### src/rtl/router_pkg.sv
`timescale 1ns/1ps
`default_nettype none
// ============================================================================
//  Module   : router_pkg
//  Purpose  : Shared header-format constants and FSM state encoding for the
//             router FIFO, write-side FSM and output controllers.
//  Revision : 1.0  initial release
// ============================================================================
package router_pkg;

  // Header byte layout: [7:2] payload length, [1:0] destination address
  localparam int HDR_LEN_MSB     = 7;
  localparam int HDR_LEN_LSB     = 2;
  localparam int HDR_ADDR_W      = 2;
  localparam int HDR_LEN_W       = HDR_LEN_MSB - HDR_LEN_LSB + 1;
  localparam int TIMEOUT_DEFAULT = 30;

  // Packet framing states shared by the read and write sides
  typedef enum logic [1:0] {
    ST_IDLE    = 2'd0,
    ST_PAYLOAD = 2'd1,
    ST_PARITY  = 2'd2
  } rt_state_e;

  // Payload length field of a header byte
  function automatic logic [HDR_LEN_W-1:0] hdr_len(input logic [7:0] hdr);
    return hdr[HDR_LEN_MSB:HDR_LEN_LSB];
  endfunction

  // Destination address field of a header byte
  function automatic logic [HDR_ADDR_W-1:0] hdr_addr(input logic [7:0] hdr);
    return hdr[HDR_ADDR_W-1:0];
  endfunction

endpackage
`default_nettype wire

### src/rtl/router_timeout_cnt.sv
`timescale 1ns/1ps
`default_nettype none
// ============================================================================
//  Module   : router_timeout_cnt
//  Purpose  : Counts consecutive client-stall cycles (valid byte offered but
//             not accepted). Flags the expiring stall cycle combinationally
//             and issues a registered one-cycle pulse on the following cycle.
//  Revision : 1.0  initial release
// ============================================================================
module router_timeout_cnt #(
  parameter int TIMEOUT = 30,
  parameter int CNT_W   = 5
) (
  input  logic clock,
  input  logic reset,
  input  logic vld_i,
  input  logic read_enb_i,
  output logic expire_o,
  output logic pulse_o
);

  localparam logic [CNT_W-1:0] LAST_CNT = CNT_W'(TIMEOUT - 1);

  logic [CNT_W-1:0] count_q, count_d;
  logic             pulse_q, pulse_d;
  logic             w_stall;

  assign w_stall  = vld_i && !read_enb_i;
  assign expire_o = w_stall && (count_q == LAST_CNT);
  assign pulse_o  = pulse_q;

  // Next count: any non-stall cycle (transfer or nothing offered) restarts it
  always_comb begin
    count_d = count_q;
    pulse_d = expire_o;
    if (!w_stall || expire_o) begin
      count_d = '0;
    end else begin
      count_d = count_q + 1'b1;
    end
  end

  // Counter and terminal-pulse registers
  always_ff @(posedge clock) begin
    if (reset) begin
      count_q <= '0;
      pulse_q <= 1'b0;
    end else begin
      count_q <= count_d;
      pulse_q <= pulse_d;
    end
  end

endmodule
`default_nettype wire

### src/rtl/router_out_ctrl.sv
`timescale 1ns/1ps
`default_nettype none
// ============================================================================
//  Module   : router_out_ctrl
//  Purpose  : Read-side controller for one router output port. Drains the
//             output FIFO, offers bytes to the client with a valid/read
//             handshake, tracks header/payload/parity framing, checks parity
//             and flushes the FIFO when the client stalls too long.
//  Revision : 1.0  initial release
// ============================================================================
module router_out_ctrl
  import router_pkg::*;
#(
  parameter int DATA_W  = 8,
  parameter int TIMEOUT = TIMEOUT_DEFAULT,
  parameter int CNT_W   = 5
) (
  input  logic                  clock,
  input  logic                  reset,
  input  logic                  fifo_empty,
  input  logic [DATA_W-1:0]     fifo_dout,
  output logic                  fifo_rd,
  output logic                  fifo_soft_reset,
  input  logic                  read_enb,
  output logic                  vld_out,
  output logic [DATA_W-1:0]     data_out,
  output logic [HDR_ADDR_W-1:0] pkt_addr,
  output logic                  pkt_done,
  output logic                  parity_err,
  output logic                  timeout_err
);

  rt_state_e             state_q, state_d;
  logic [HDR_LEN_W-1:0]  len_q, len_d;
  logic [DATA_W-1:0]     par_q, par_d;
  logic [HDR_ADDR_W-1:0] addr_q, addr_d;
  logic                  vld_q, vld_d;
  logic                  done_q, done_d;
  logic                  perr_q, perr_d;

  logic                  w_transfer;
  logic                  w_expire;
  logic                  w_soft_reset;

  // Stall watchdog: w_expire marks the last tolerated stall cycle
  router_timeout_cnt #(
    .TIMEOUT (TIMEOUT),
    .CNT_W   (CNT_W)
  ) u_timeout (
    .clock      (clock),
    .reset      (reset),
    .vld_i      (vld_q),
    .read_enb_i (read_enb),
    .expire_o   (w_expire),
    .pulse_o    (w_soft_reset)
  );

  assign w_transfer = vld_q && read_enb;

  // Refill the output register whenever it is free or being consumed; the
  // flush cycle must not pop a byte that is about to be discarded.
  assign fifo_rd = !reset && !fifo_empty && !w_soft_reset && (!vld_q || read_enb);

  assign data_out        = vld_q ? fifo_dout : '0;
  assign vld_out         = vld_q;
  assign pkt_addr        = addr_q;
  assign pkt_done        = done_q;
  assign parity_err      = perr_q;
  assign fifo_soft_reset = w_soft_reset;
  assign timeout_err     = w_soft_reset;

  // Valid flag follows the FIFO read (data arrives one cycle after fifo_rd)
  always_comb begin
    vld_d = vld_q;
    if (w_expire) begin
      vld_d = 1'b0;
    end else if (fifo_rd) begin
      vld_d = 1'b1;
    end else if (w_transfer) begin
      vld_d = 1'b0;
    end
  end

  // Framing FSM: advances only on accepted bytes; timeout forces IDLE
  always_comb begin
    state_d = state_q;
    len_d   = len_q;
    par_d   = par_q;
    addr_d  = addr_q;
    done_d  = 1'b0;
    perr_d  = 1'b0;
    if (w_expire) begin
      state_d = ST_IDLE;
      len_d   = '0;
      par_d   = '0;
    end else if (w_transfer) begin
      case (state_q)
        ST_IDLE: begin
          len_d   = hdr_len(data_out);
          addr_d  = hdr_addr(data_out);
          par_d   = data_out;
          state_d = (hdr_len(data_out) == '0) ? ST_PARITY : ST_PAYLOAD;
        end
        ST_PAYLOAD: begin
          par_d = par_q ^ data_out;
          len_d = len_q - 1'b1;
          if (len_q == HDR_LEN_W'(1)) begin
            state_d = ST_PARITY;
          end
        end
        ST_PARITY: begin
          done_d  = 1'b1;
          perr_d  = (data_out != par_q);
          state_d = ST_IDLE;
        end
        default: begin
          state_d = ST_IDLE;
        end
      endcase
    end
  end

  // State, datapath and status-pulse registers
  always_ff @(posedge clock) begin
    if (reset) begin
      state_q <= ST_IDLE;
      len_q   <= '0;
      par_q   <= '0;
      addr_q  <= '0;
      vld_q   <= 1'b0;
      done_q  <= 1'b0;
      perr_q  <= 1'b0;
    end else begin
      state_q <= state_d;
      len_q   <= len_d;
      par_q   <= par_d;
      addr_q  <= addr_d;
      vld_q   <= vld_d;
      done_q  <= done_d;
      perr_q  <= perr_d;
    end
  end

endmodule
`default_nettype wire

### config.mk
export PLATFORM = sky130hd
export DESIGN_NAME = router_out_ctrl
export DESIGN_NICKNAME = d
export VERILOG_FILES = /design/src/rtl/router_pkg.sv /design/src/rtl/router_timeout_cnt.sv /design/src/rtl/router_out_ctrl.sv
export SDC_FILE = /design/constraint.sdc
export NUM_CORES = 1
export LEC_CHECK = 0
export CAP_MARGIN = 10
export CORE_UTILIZATION = 55
export DETAILED_ROUTE_END_ITERATION = 10
export PLACE_DENSITY = 0.85
export SLEW_MARGIN = 30
export SYNTH_ARGS = -nofsm -noshare
export SYNTH_HDL_FRONTEND = slang
export SYNTH_SLANG_ARGS = --single-unit
### constraint.sdc
create_clock -name clock -period 4.1 [get_ports clock]
set_clock_uncertainty 0.1 [all_clocks]
set_input_delay 1.23 -clock clock [delete_from_list [all_inputs] [get_ports clock]]
set_output_delay 1.23 -clock clock [all_outputs]
set_load 0.01 [all_outputs]
==> results of run 1 <==
what timing repair did:
item,4_1_cts,5_1_grt
resized for setup,0,1
buffers inserted,0,0
setup endpoints to repair,0,1
through the flow:
step / instances / utilization, % / instance area (um2)
floorplan: 185 / - / 1510
global route: 241 / 72.7 / 1850
global placement: 237 / 71.2 / 1810
finish: 241 / 72.7 / 1850
detailed placement: 237 / 71.2 / 1810
CTS: 241 / 72.4 / 1840
synth_stat cells, types with 3 or more instances:
library cell	instances
sky130_fd_sc_hd__o21ai_0	7
sky130_fd_sc_hd__a21oi_1	8
sky130_fd_sc_hd__nand2b_1	3
sky130_fd_sc_hd__a221oi_1	3
sky130_fd_sc_hd__nand2_1	13
sky130_fd_sc_hd__dfxtp_1	27
sky130_fd_sc_hd__nor3_1	3
sky130_fd_sc_hd__mux2i_1	11
sky130_fd_sc_hd__buf_2	3
sky130_fd_sc_hd__and2_1	3
sky130_fd_sc_hd__xor2_1	8
sky130_fd_sc_hd__a211oi_1	4
sky130_fd_sc_hd__nor2_1	28
sky130_fd_sc_hd__clkbuf_1	5
sky130_fd_sc_hd__a22oi_1	8
sky130_fd_sc_hd__ha_1	4
sky130_fd_sc_hd__nand3b_1	3
sky130_fd_sc_hd__inv_1	10
sky130_fd_sc_hd__a21o_1	6
how the worst max path moves through the flow:
| stage | startpoint | depth (start not counted) | slack, ps | to |
|---|---|---|---|---|
| floorplan | read_enb | 2 | 930 | fifo_rd |
| global placement | read_enb | 4 | 60 | fifo_rd |
| detailed placement | read_enb | 4 | 70 | fifo_rd |
| CTS | read_enb | 4 | 50 | fifo_rd |
| global route | read_enb | 4 | 30 | fifo_rd |
| finish | read_enb | 4 | 150 | fifo_rd |
kinds of logic (layout without fill, tap and decap cells):
| family | Yosys count | in the layout | synth area share (%) |
|---|---|---|---|
| AOI/OAI and AO/OA | 44 | 44 | 19.8 |
| DFF | 27 | 27 | 35.7 |
| adders and majority gates | 4 | 4 | 3.31 |
| muxes | 11 | 11 | 7.27 |
| xor gates and xnor gates | 10 | 10 | 5.79 |
| buffers and inverters | 21 | 47 | 6.03 |
| and+or+nand+nor | 68 | 68 | 22.1 |
state kept, by name (all words and copies together), names as in the netlist:
register,cells
par_q,8
len_q,6
u_timeout.count_q,5
pkt_addr,2
state_q,2
parity_err,1
pkt_done,1
u_timeout.pulse_o,1
vld_out,1
routing by layer:
layer  up-vias  wire length (um)
li1        703                 -
met1       642              1470
met2        52              1560
met3         7               176
met4         0                55
met5         -                 0
area by class of cell:
class / count / area [um2] / share of cell area (%)
inverter: 10 / 37.5 / 2.03
clock buffer: 3 / 22.5 / 1.22
multi-input combinational: 137 / 888 / 48.0
tap: 30 / 37.5 / 2.03
timing repair buffer: 33 / 315 / 17.1
sequential: 27 / 541 / 29.2
clock inverter: 1 / 7.51 / 0.406
cells in the final DEF (no fill, tap or decap), types with 3 or more instances in the layout:
cell,n
sky130_fd_sc_hd__nor2_1,28
sky130_fd_sc_hd__clkdlybuf4s50_1,27
sky130_fd_sc_hd__dfxtp_1,27
sky130_fd_sc_hd__nand2_1,13
sky130_fd_sc_hd__mux2i_1,11
sky130_fd_sc_hd__inv_1,10
sky130_fd_sc_hd__a22oi_1,8
sky130_fd_sc_hd__a21oi_1,8
sky130_fd_sc_hd__xor2_1,8
sky130_fd_sc_hd__o21ai_0,7
sky130_fd_sc_hd__a21o_1,6
sky130_fd_sc_hd__buf_4,6
sky130_fd_sc_hd__a211oi_1,4
sky130_fd_sc_hd__ha_1,4
sky130_fd_sc_hd__nand2b_1,3
sky130_fd_sc_hd__and2_1,3
sky130_fd_sc_hd__nand3b_1,3
sky130_fd_sc_hd__a221oi_1,3
sky130_fd_sc_hd__nor3_1,3
sky130_fd_sc_hd__clkbuf_4,3
where the power goes:
part / total, uW / internal [uW] / switching (uW)
logic: 113 / 57.5 / 55.6
clock network: 122 / 37.4 / 84.3
registers: 294 / 272 / 22.5
==> results.txt, run 1 <==
----------------------------------------------------
[Status]
  Result of the run ... complete, no violations

[Run]
  Max-capacitance violation count ... 0

[Critical path]
  Worst flop-to-flop path endpoint ... parity_err
  Critical path arrival ... around 2600 ps
  Kind of launch point of the worst setup path ... input pin
  CP Class ... input pin to output pin
  Bufs and invs on worst path ... 2
  Critical Path RT ... 2770 ps
  Critical path capture point type ... output pin
  Startpoint of the most critical register-to-register path ... vld_out
  Crit-path leading delay family ... buffers and inverters
  Master of the slowest instance on the critical path ... sky130_fd_sc_hd__clkdlybuf4s50_1
  Length in cells of the worst reg-to-reg path ... 4
  Highest cell delay on the worst timing path ... 580 ps
  Most numerous cell on the critical path ... sky130_fd_sc_hd__clkdlybuf4s50_1
  Setup slack of the worst register-to-register path ... approximately 2200 ps
  Largest fanout on the critical path ... 2
  Worst-path cell chain ... clkdlybuf4s50_1, nand2b_1, nor4b_2, clkdlybuf4s50_1

[Placed design]
  Last weighted congestion value of the routability-driven placer ... 0.839
  Pre-CTS WS ... between 70 and 80 ps
  Input/output buffers ... 27
  Detailed Place HPWL ... ~2400 um

[Cells and area]
  Share of post-route cells with drive strength above 1 ... about 6%
  Final-layout fill cell count ... 209
  Antenna cell count ... 0
  Layout net count ... 228
  Area added between synthesis and finish ... 22.1%

[Clock network]
  H-tree depth ... 1
  TritonCTS clock tree ... yes
  Clock latency on the worst-skew pair ... about 340 ps
  Number of buffers created by CTS ... 3
  Clock sink count ... 27
  # hold bufs at CTS ... 0
  Clock transition time at the flip-flop clock pins of the worst setup and hold paths ... 160 ps
  Clk buf depth ... 2
  CTS Root Buffer Type ... sky130_fd_sc_hd__clkbuf_4

[Global routing]
  GRT Max-Usage Layer ... met2
  Met3 Track Usage GR ... under 10%
  Initial antenna violation count ... 0
  Met2 GRT Util ... about two fifths
  Via count of the first global-routing pass ... between 1000 and 1500
  Pin count of the biggest net entering global routing ... 27
  Met1 usage ... just under 30%
  Wire length of the first global-routing pass ... approximately 5000 um
  Leftover overflow at the end of global routing ... 0
  Overall fraction of global-route tracks in use ... between 20% and 30%

[Synthesis]
  Share of synthesized registers carrying an async set or reset ... 0%
  Synthesized net count ... between 200 and 250
  Most area-hungry cell type in the Yosys netlist ... sky130_fd_sc_hd__dfxtp_1
  Leading post-synthesis cells by cell area ... sky130_fd_sc_hd__dfxtp_1 36%, sky130_fd_sc_hd__mux2i_1 7.3%, sky130_fd_sc_hd__nor2_1 6.9%, sky130_fd_sc_hd__xor2_1 4.6%, sky130_fd_sc_hd__a22oi_1 4.0%
  Number of synthesized register bits ... 27
  Share of Yosys cell area claimed by the top area cell type ... 35.7%
  Cell count after synthesis ... about 190
  Prevailing post-synth register cell ... sky130_fd_sc_hd__dfxtp_1
  Count of distinct cell types in the synthesized netlist ... 38
  Number of enable flip-flop cells after synthesis ... 0
  Synthesized area per cell ... 8.18 um2
  Sequential share of the synthesized area ... a little over a third
  Number of warnings issued by yosys ... 0
  Netlist area before placement ... between 1500 and 2000 um2

[Power]
  Total Power Consumption ... 529 uW
  Worst-case vdd ir drop ... about 0.00033 V
  Leakage dissipation ... ~0.0007 uW
  Power density over the cells ... about 290 nW/um2

[Route]
  Via density ... approximately 6
  Total length of routed wires ... roughly 3300 um
  First-pass iteration count of the detailed router ... 6
  Residual DRC count ... 0
  Post-DRT Antenna Nets ... 0
  Average routed wire per standard cell ... 13.5 um
  First-iteration detailed-routing DRC count ... 36
  Total via count in the routed design ... between 1000 and 1500

[Timing]
  Total negative setup slack ... 0 ps
  Highest attainable clock frequency ... between 200 and 300 MHz
  Final hold violation count ... 0
  Worst Tran Pin Value ... approximately 860 ps
  Worst slew margin relative to its limit ... a little over two fifths
  Final count of pins violating max slew ... 0
  Unrepaired setup endpoints after global routing ... no
  Final period utilization ... a little over nine tenths
  Count of final setup violators ... 0
  Worst hold slack ... ~400 ps
  Worst setup margin ... about 150 ps
  Fin crit period ... around 4000 ps

[Floorplanning]
  Effective utilization at floorplan ... a little under 60%
  Top-Level Pins ... 28
  Die width ... 54.5 um
  Die extent in y ... roughly 54 um
  Floorplan die area ... just under 3000 um2
  Core Area ... 2540 um2
  Number of core rows ... 18

[Min path]
  Endpoint, Worst Hold ... u_timeout.count_q[0]
  Instance count along the most critical hold path ... 1
  Path class of the lowest-slack min-delay path ... flip-flop to flip-flop
  Min-Delay Startpoint ... u_timeout.count_q[0]

----------------------------------------------------
No activity file was read; power rests on OpenSTA's default activity.
==> inputs of run 2 (changes only) <==
--- a/config.mk
+++ b/config.mk
@@ -6,10 +6,11 @@
 export NUM_CORES = 1
 export LEC_CHECK = 0
 export CAP_MARGIN = 10
-export CORE_UTILIZATION = 55
+export CORE_UTILIZATION = 35
 export DETAILED_ROUTE_END_ITERATION = 10
-export PLACE_DENSITY = 0.85
-export SLEW_MARGIN = 30
+export PLACE_DENSITY = 0.59
+export SKIP_CTS_REPAIR_TIMING = 1
+export SLEW_MARGIN = 0
 export SYNTH_ARGS = -nofsm -noshare
 export SYNTH_HDL_FRONTEND = slang
 export SYNTH_SLANG_ARGS = --single-unit
==> run 2 against run 1 <==
  * Total power is 5.6% higher
  * Die area is 55% higher
  * Sequential share of layout area is 0.64 points lower
  * Largest power group unchanged
==> results.txt, run 2 (synthesis gave the netlist of run 1 again) <==
----------------------------------------------------
[Timing]
  Worst slew margin relative to its limit ... 42.6% (-0.34 points)
  Worst Tran Pin Value ... 860 ps (+5.10 ps)
  Final period utilization ... 97.5% (+1.0 points)
  Fin crit period ... 4000 ps (+42.6 ps)
  Highest attainable clock frequency ... 250 MHz (-1.1%)
  Total negative setup slack ... 0 ps (unchanged)
  Unrepaired setup endpoints after global routing ... no
  Count of final setup violators ... 0 (unchanged)
  Final hold violation count ... 0 (unchanged)
  Final count of pins violating max slew ... 0 (unchanged)

[Global routing]
  Pin count of the biggest net entering global routing ... 27 (unchanged)
  Via count of the first global-routing pass ... 1357 (+13%)
  Overall fraction of global-route tracks in use ... 16.8% (-7.3 points)
  Leftover overflow at the end of global routing ... 0 (unchanged)
  Initial antenna violation count ... 0 (unchanged)
  Wire length of the first global-routing pass ... 6020 um (+18%)

[Cells and area]
  Share of post-route cells with drive strength above 1 ... 6.16% (unchanged)
  Largest regs ... par_q x8, len_q x6, u_timeout.count_q x5
  Multi-input gate area in the final layout ... 888 um2 (unchanged)
  Cell area after layout ... 1890 um2 (+2.2%)
  Final-layout fill cell count ... 396 (+89%)
  Number of flip-flops under the largest register name ... 8 (unchanged)
  Reg with most FFs ... par_q
  Post-layout utilization of the core ... 46.3% (-26 points)
  Layout net count ... 228 (unchanged)
  Count of placed standard cells in the final layout, fillers left out ... 261 (+8.3%)
  Antenna cell count ... 0 (unchanged)
  Area added between synthesis and finish ... 24.9%
  Leading cell type in the layout, fill and taps excluded ... sky130_fd_sc_hd__nor2_1
  Commonest cells after routing, fill and taps aside ... 28 x sky130_fd_sc_hd__nor2_1, 27 x sky130_fd_sc_hd__clkdlybuf4s50_1, 27 x sky130_fd_sc_hd__dfxtp_1
  Area used by sequential logic in the layout ... 541 um2 (unchanged)

[Clock network]
  TritonCTS clock tree ... yes
  CTS Root Buffer Type ... sky130_fd_sc_hd__clkbuf_8
  Clock sink count ... 27 (unchanged)
  Clk buf depth ... 2 (unchanged)
  H-tree depth ... 1 (unchanged)
  Number of buffers created by CTS ... 3 (unchanged)
  Clock transition time at the flip-flop clock pins of the worst setup and hold paths ... 90 ps (-70 ps)
  Clock latency on the worst-skew pair ... 270 ps (-70 ps)

[Power]
  Relative contribution of sequential cells to total power ... 52.7% (-2.9 points)
  Worst-case vdd ir drop ... 0.000144 V (-56%)
  Net Switching ... 162 uW (-0.39%)
  Leakage dissipation ... 0.000732 uW (+1.5%)
  Power density over the cells ... 296 nW/um2 (+3.3%)
  Combinational cell fraction of total power ... 20.2% (-1.2 points)
  Total Power Consumption ... 559 uW (+5.6%)
  Share of total power in the clock network ... 27.1% (+4.1 points)
  Switching Fraction ... 29.0% (-1.7 points)
  Internal ... 397 uW (+8.2%)

[Floorplanning]
  Top-Level Pins ... 28 (unchanged)
  Floorplan die area ... 4590 um2 (+55%)
  Number of core rows ... 23 (+5)
  Die extent in y ... 67.8 um (+24%)
  Core Area ... 4090 um2 (+61%)
  Die width ... 67.8 um (+24%)
  Effective utilization at floorplan ... 37.0% (-22 points)

[Placed design]
  Placed cell count ... 257 (+8.4%)
  Cell area after placement ... 1840 um2 (+1.4%)
  Input/output buffers ... 27 (unchanged)
  Last weighted congestion value of the routability-driven placer ... 0.777 (-7.4%)
  Detailed Place HPWL ... 2600 um (+8.1%)

[Route]
  Total length of routed wires ... 3490 um (+7.2%)
  First-pass iteration count of the detailed router ... 4 (-2)
  First-iteration detailed-routing DRC count ... 122 (+240%)
  Via density ... 5.33 (-8.5%)
  Total via count in the routed design ... 1392 (-0.85%)
  Post-DRT Antenna Nets ... 0 (unchanged)
  Average routed wire per standard cell ... 13.4 um (-1.0%)
  Residual DRC count ... 0 (unchanged)

[Critical path]
  Kind of launch point of the worst setup path ... input pin
  Critical path capture point type ... output pin
  Start point of the critical path ... read_enb
  Critical Path RT ... 2770 ps (about the same)
  Startpoint of the most critical register-to-register path ... vld_out
  Critical path arrival ... 2670 ps (+50 ps)
  Largest fanout on the critical path ... 2 (unchanged)
  CP Class ... input pin to output pin

[Run]
  Max-capacitance violation count ... 0 (unchanged)

[Min path]
  Min-Delay Startpoint ... u_timeout.count_q[0]
  Path class of the lowest-slack min-delay path ... flip-flop to flip-flop

[Status]
  Result of the run ... complete, no violations

----------------------------------------------------
## run 2: changes by cell type in the layout (fill, tap and decap cells not counted)
cell	delta
sky130_fd_sc_hd__clkbuf_8	+3
sky130_fd_sc_hd__clkbuf_4	-3
sky130_fd_sc_hd__clkinvlp_4	-1
sky130_fd_sc_hd__clkinv_2	+1
## run 2: area by class of cell
class                      instances  share of cell area (%)
tap                               50                    3.31
multi-input combinational        137                    47.0
timing repair buffer              33                    16.7
clock inverter                     1                   0.265
clock buffer                       3                    2.18
inverter                          10                    1.99
sequential                        27                    28.6
## run 2: worst paths after layout
path	to	depth (start not counted)	slack [ps]
max	fifo_rd	4	100
min	u_timeout.count_q[0]	1	380
max reg2reg	len_q[2]	5	2080
min reg2reg	u_timeout.count_q[0]	1	380
## run 2: metal layers
| layer | track usage (%) | up-vias | part of all wire (%) |
|---|---|---|---|
| met2 | 30.9 | 13 | 51 |
| li1 | - | 698 | - |
| met5 | 0 | - | 0 |
| met3 | 2.03 | 2 | 2.1 |
| met4 | 3.13 | 0 | 0.72 |
| met1 | 20.9 | 679 | 46 |
## run 2: critical path: stages
cell and delay, ps:
sky130_fd_sc_hd__clkdlybuf4s50_1 470, sky130_fd_sc_hd__nand2b_1 120, sky130_fd_sc_hd__nor4b_2 260, sky130_fd_sc_hd__clkdlybuf4s50_1 590
## run 2: power groups by stage
stage	Sequential [uW]	Combinational (uW)	Clock, uW
2_1_floorplan	285	82.1	0
3_3_place_gp	299	110	0
3_5_place_dp	300	112	0
4_1_cts	294	113	155
5_1_grt	297	126	165
6_report	294	113	151
## run 2: per-stage QoR
step / setup WS (ps) / hold WS [ps]
3_5_place_dp: 5.21 / 364
3_3_place_gp: 73.0 / 348
2_1_floorplan: 928 / 333
4_1_cts: -14.2 / 387
5_1_grt: 14.2 / 405
6_report: 103 / 378
==> patch: new RTL, config.mk and constraints of run 2 <==
Set the package constant `HDR_LEN_MSB` to 6 (it was 7).
--- a/src/rtl/router_pkg.sv
+++ b/src/rtl/router_pkg.sv
@@ -9,7 +9,7 @@
 package router_pkg;
 
   // Header byte layout: [7:2] payload length, [1:0] destination address
-  localparam int HDR_LEN_MSB     = 7;
+  localparam int HDR_LEN_MSB     = 6;
   localparam int HDR_LEN_LSB     = 2;
   localparam int HDR_ADDR_W      = 2;
   localparam int HDR_LEN_W       = HDR_LEN_MSB - HDR_LEN_LSB + 1;
Function: changed (a bounded check fails within 4 cycles, from zero or initial values and one cycle with reset high).
==> patch against run 2 <==
Sequential power shrank 4%. Final area shrank 4.2%. Clock power shrank 5%. Area after synthesis shrank 5.1%. Sequential cell count shrank 1. Hold slack lost 0.0034 ns. Power shrank 4.5%. Setup slack gained 0.013 ns. Sequential share of layout area grew 0.16 points. Routed wire length shrank 5.8%. Critical path type unchanged. Largest cell class unchanged.
==> patch: results (changes against run 2) <==
[final_layout]
multiInputGateArea_um2=836  ; was 888 um2
layout.nets=214  ; was 228
reg_top3=par_q x8, len_q x5, u_timeout.count_q x5  ; was par_q x8, len_q x6, u_timeout.count_q x5
nonClkBufAreaFrac_pct=17.4  ; was 16.7%
multi_input_comb_cells=124  ; was 137
n_all_buffers=33  ; unchanged
clk_share_pct=2.28  ; was 2.45%
n_fill_cell=356  ; was 396
fin_area_mm2=0.00181  ; was 0.00189 mm2
drive_above_1_share_pct=7.14  ; was 6.16%
seqCellArea_um2=520  ; was 541 um2
diodes=0  ; unchanged

[synth]
synthTopCellsByArea=dfxtp_1, mux2i_1, nor2_1  ; unchanged
synthArstFlopShare_pct=0  ; unchanged
yosysSeqAreaShare_pct=36.2  ; was 35.7%
synth_ff_type=dfxtp_1  ; unchanged
synth_seq_cells=26  ; was 27
syn-num-nets=185  ; was 201
ys_types=40  ; was 38
ys_top_cells_by_count=dfxtp_1, nor2_1, mux2i_1  ; was nor2_1, dfxtp_1, nand2_1

[sta]
slew_headroom_pct=47.6  ; was 42.6%
hold_slack_ns=0.375  ; was 0.378 ns

[min_path]
min-delay-start=u_timeout.count_q[0]  ; unchanged
hold-path-endpoint=u_timeout.count_q[0]  ; unchanged
whs_path_depth=1  ; unchanged

[routing]
route.met3.wl_um=123  ; was 74 um
routed.top_layer=met4  ; unchanged
wl_met1_um=1560  ; was 1610 um
met2WireLength_um=1570  ; was 1780 um
vias_per_cell=5.29  ; was 5.33
drt_iter0_markers=52  ; was 122
post_drt_wl_per_cell_um=13.5  ; was 13.4 um

[grt]
use_met3_pct=2.59  ; was 2.03%
grt_util_all_layers_pct=16.6  ; was 16.8%
grtUsageMet1_pct=21.0  ; was 20.9%
antenna_found_initial=0  ; unchanged
grt_use_met2_pct=28.6  ; was 30.9%
grt_first_pass_wirelength_um=5580  ; was 6020 um
grt_max_degree=24  ; was 27
grt_pass1_vias=1256  ; was 1357

[run_status]
status=complete, no violations  ; unchanged

[power_and_ir_drop]
p_sw_share_pct=28.1  ; was 29.0%
comb_power_mw=0.107  ; was 0.113 mW
clock_power_mw=0.144  ; was 0.151 mW
p_switching_mw=0.150  ; was 0.162 mW
p_leak_nw=0.693  ; was 0.732 nW
ir_worst_vdd_v=0.000117  ; was 0.000144 V

[critical_path]
crit_arrival_ns=2.65  ; was 2.67 ns
reg2reg_to=state_q[1]  ; was len_q[2]
rrSetupSlack_ns=2.00  ; was 2.08 ns
cpLargestDelayFamily=buffers and inverters  ; unchanged
cpPeakStageDelay_ns=0.59  ; about the same
reg2regPathDepth=4  ; was 5

[clock_network]
root_buffer=clkbuf_8  ; unchanged
clockBufferDepth=2  ; unchanged
htreeDepth=1  ; unchanged

[die]
nWellTaps=48  ; was 50

[placement]
gp_congestion=0.851  ; was 0.777
dp_hpwl_um=2390  ; was 2600 um

-- patch: how the worst max path moves through the flow --
stage               startpoint       to  slack (ns)  depth (start not counted)
detailed placement    read_enb  fifo_rd       0.003                          4
CTS                   read_enb  fifo_rd       -0.02                          4
floorplan             read_enb  fifo_rd        0.93                          2
finish                read_enb  fifo_rd        0.12                          4
global route          read_enb  fifo_rd        0.03                          4
global placement      read_enb  fifo_rd        0.08                          4
-- patch: kinds of logic after synthesis --
group	count (synthesis)	synth area share [%]
and+or+nand+nor	61	21.8
adders and majority gates	4	3.48
buffers and inverters	19	6.01
DFF	26	36.2
muxes	11	7.67
AOI/OAI and AO/OA	38	18.7
xor gates and xnor gates	10	6.10
-- patch: per-stage QoR --
step | setup WS (ns) | instances
finish | 0.116 | 244
detailed placement | 0.00295 | 241
global route | 0.0331 | 244
floorplan | 0.928 | 169
CTS | -0.0217 | 244
global placement | 0.0840 | 241
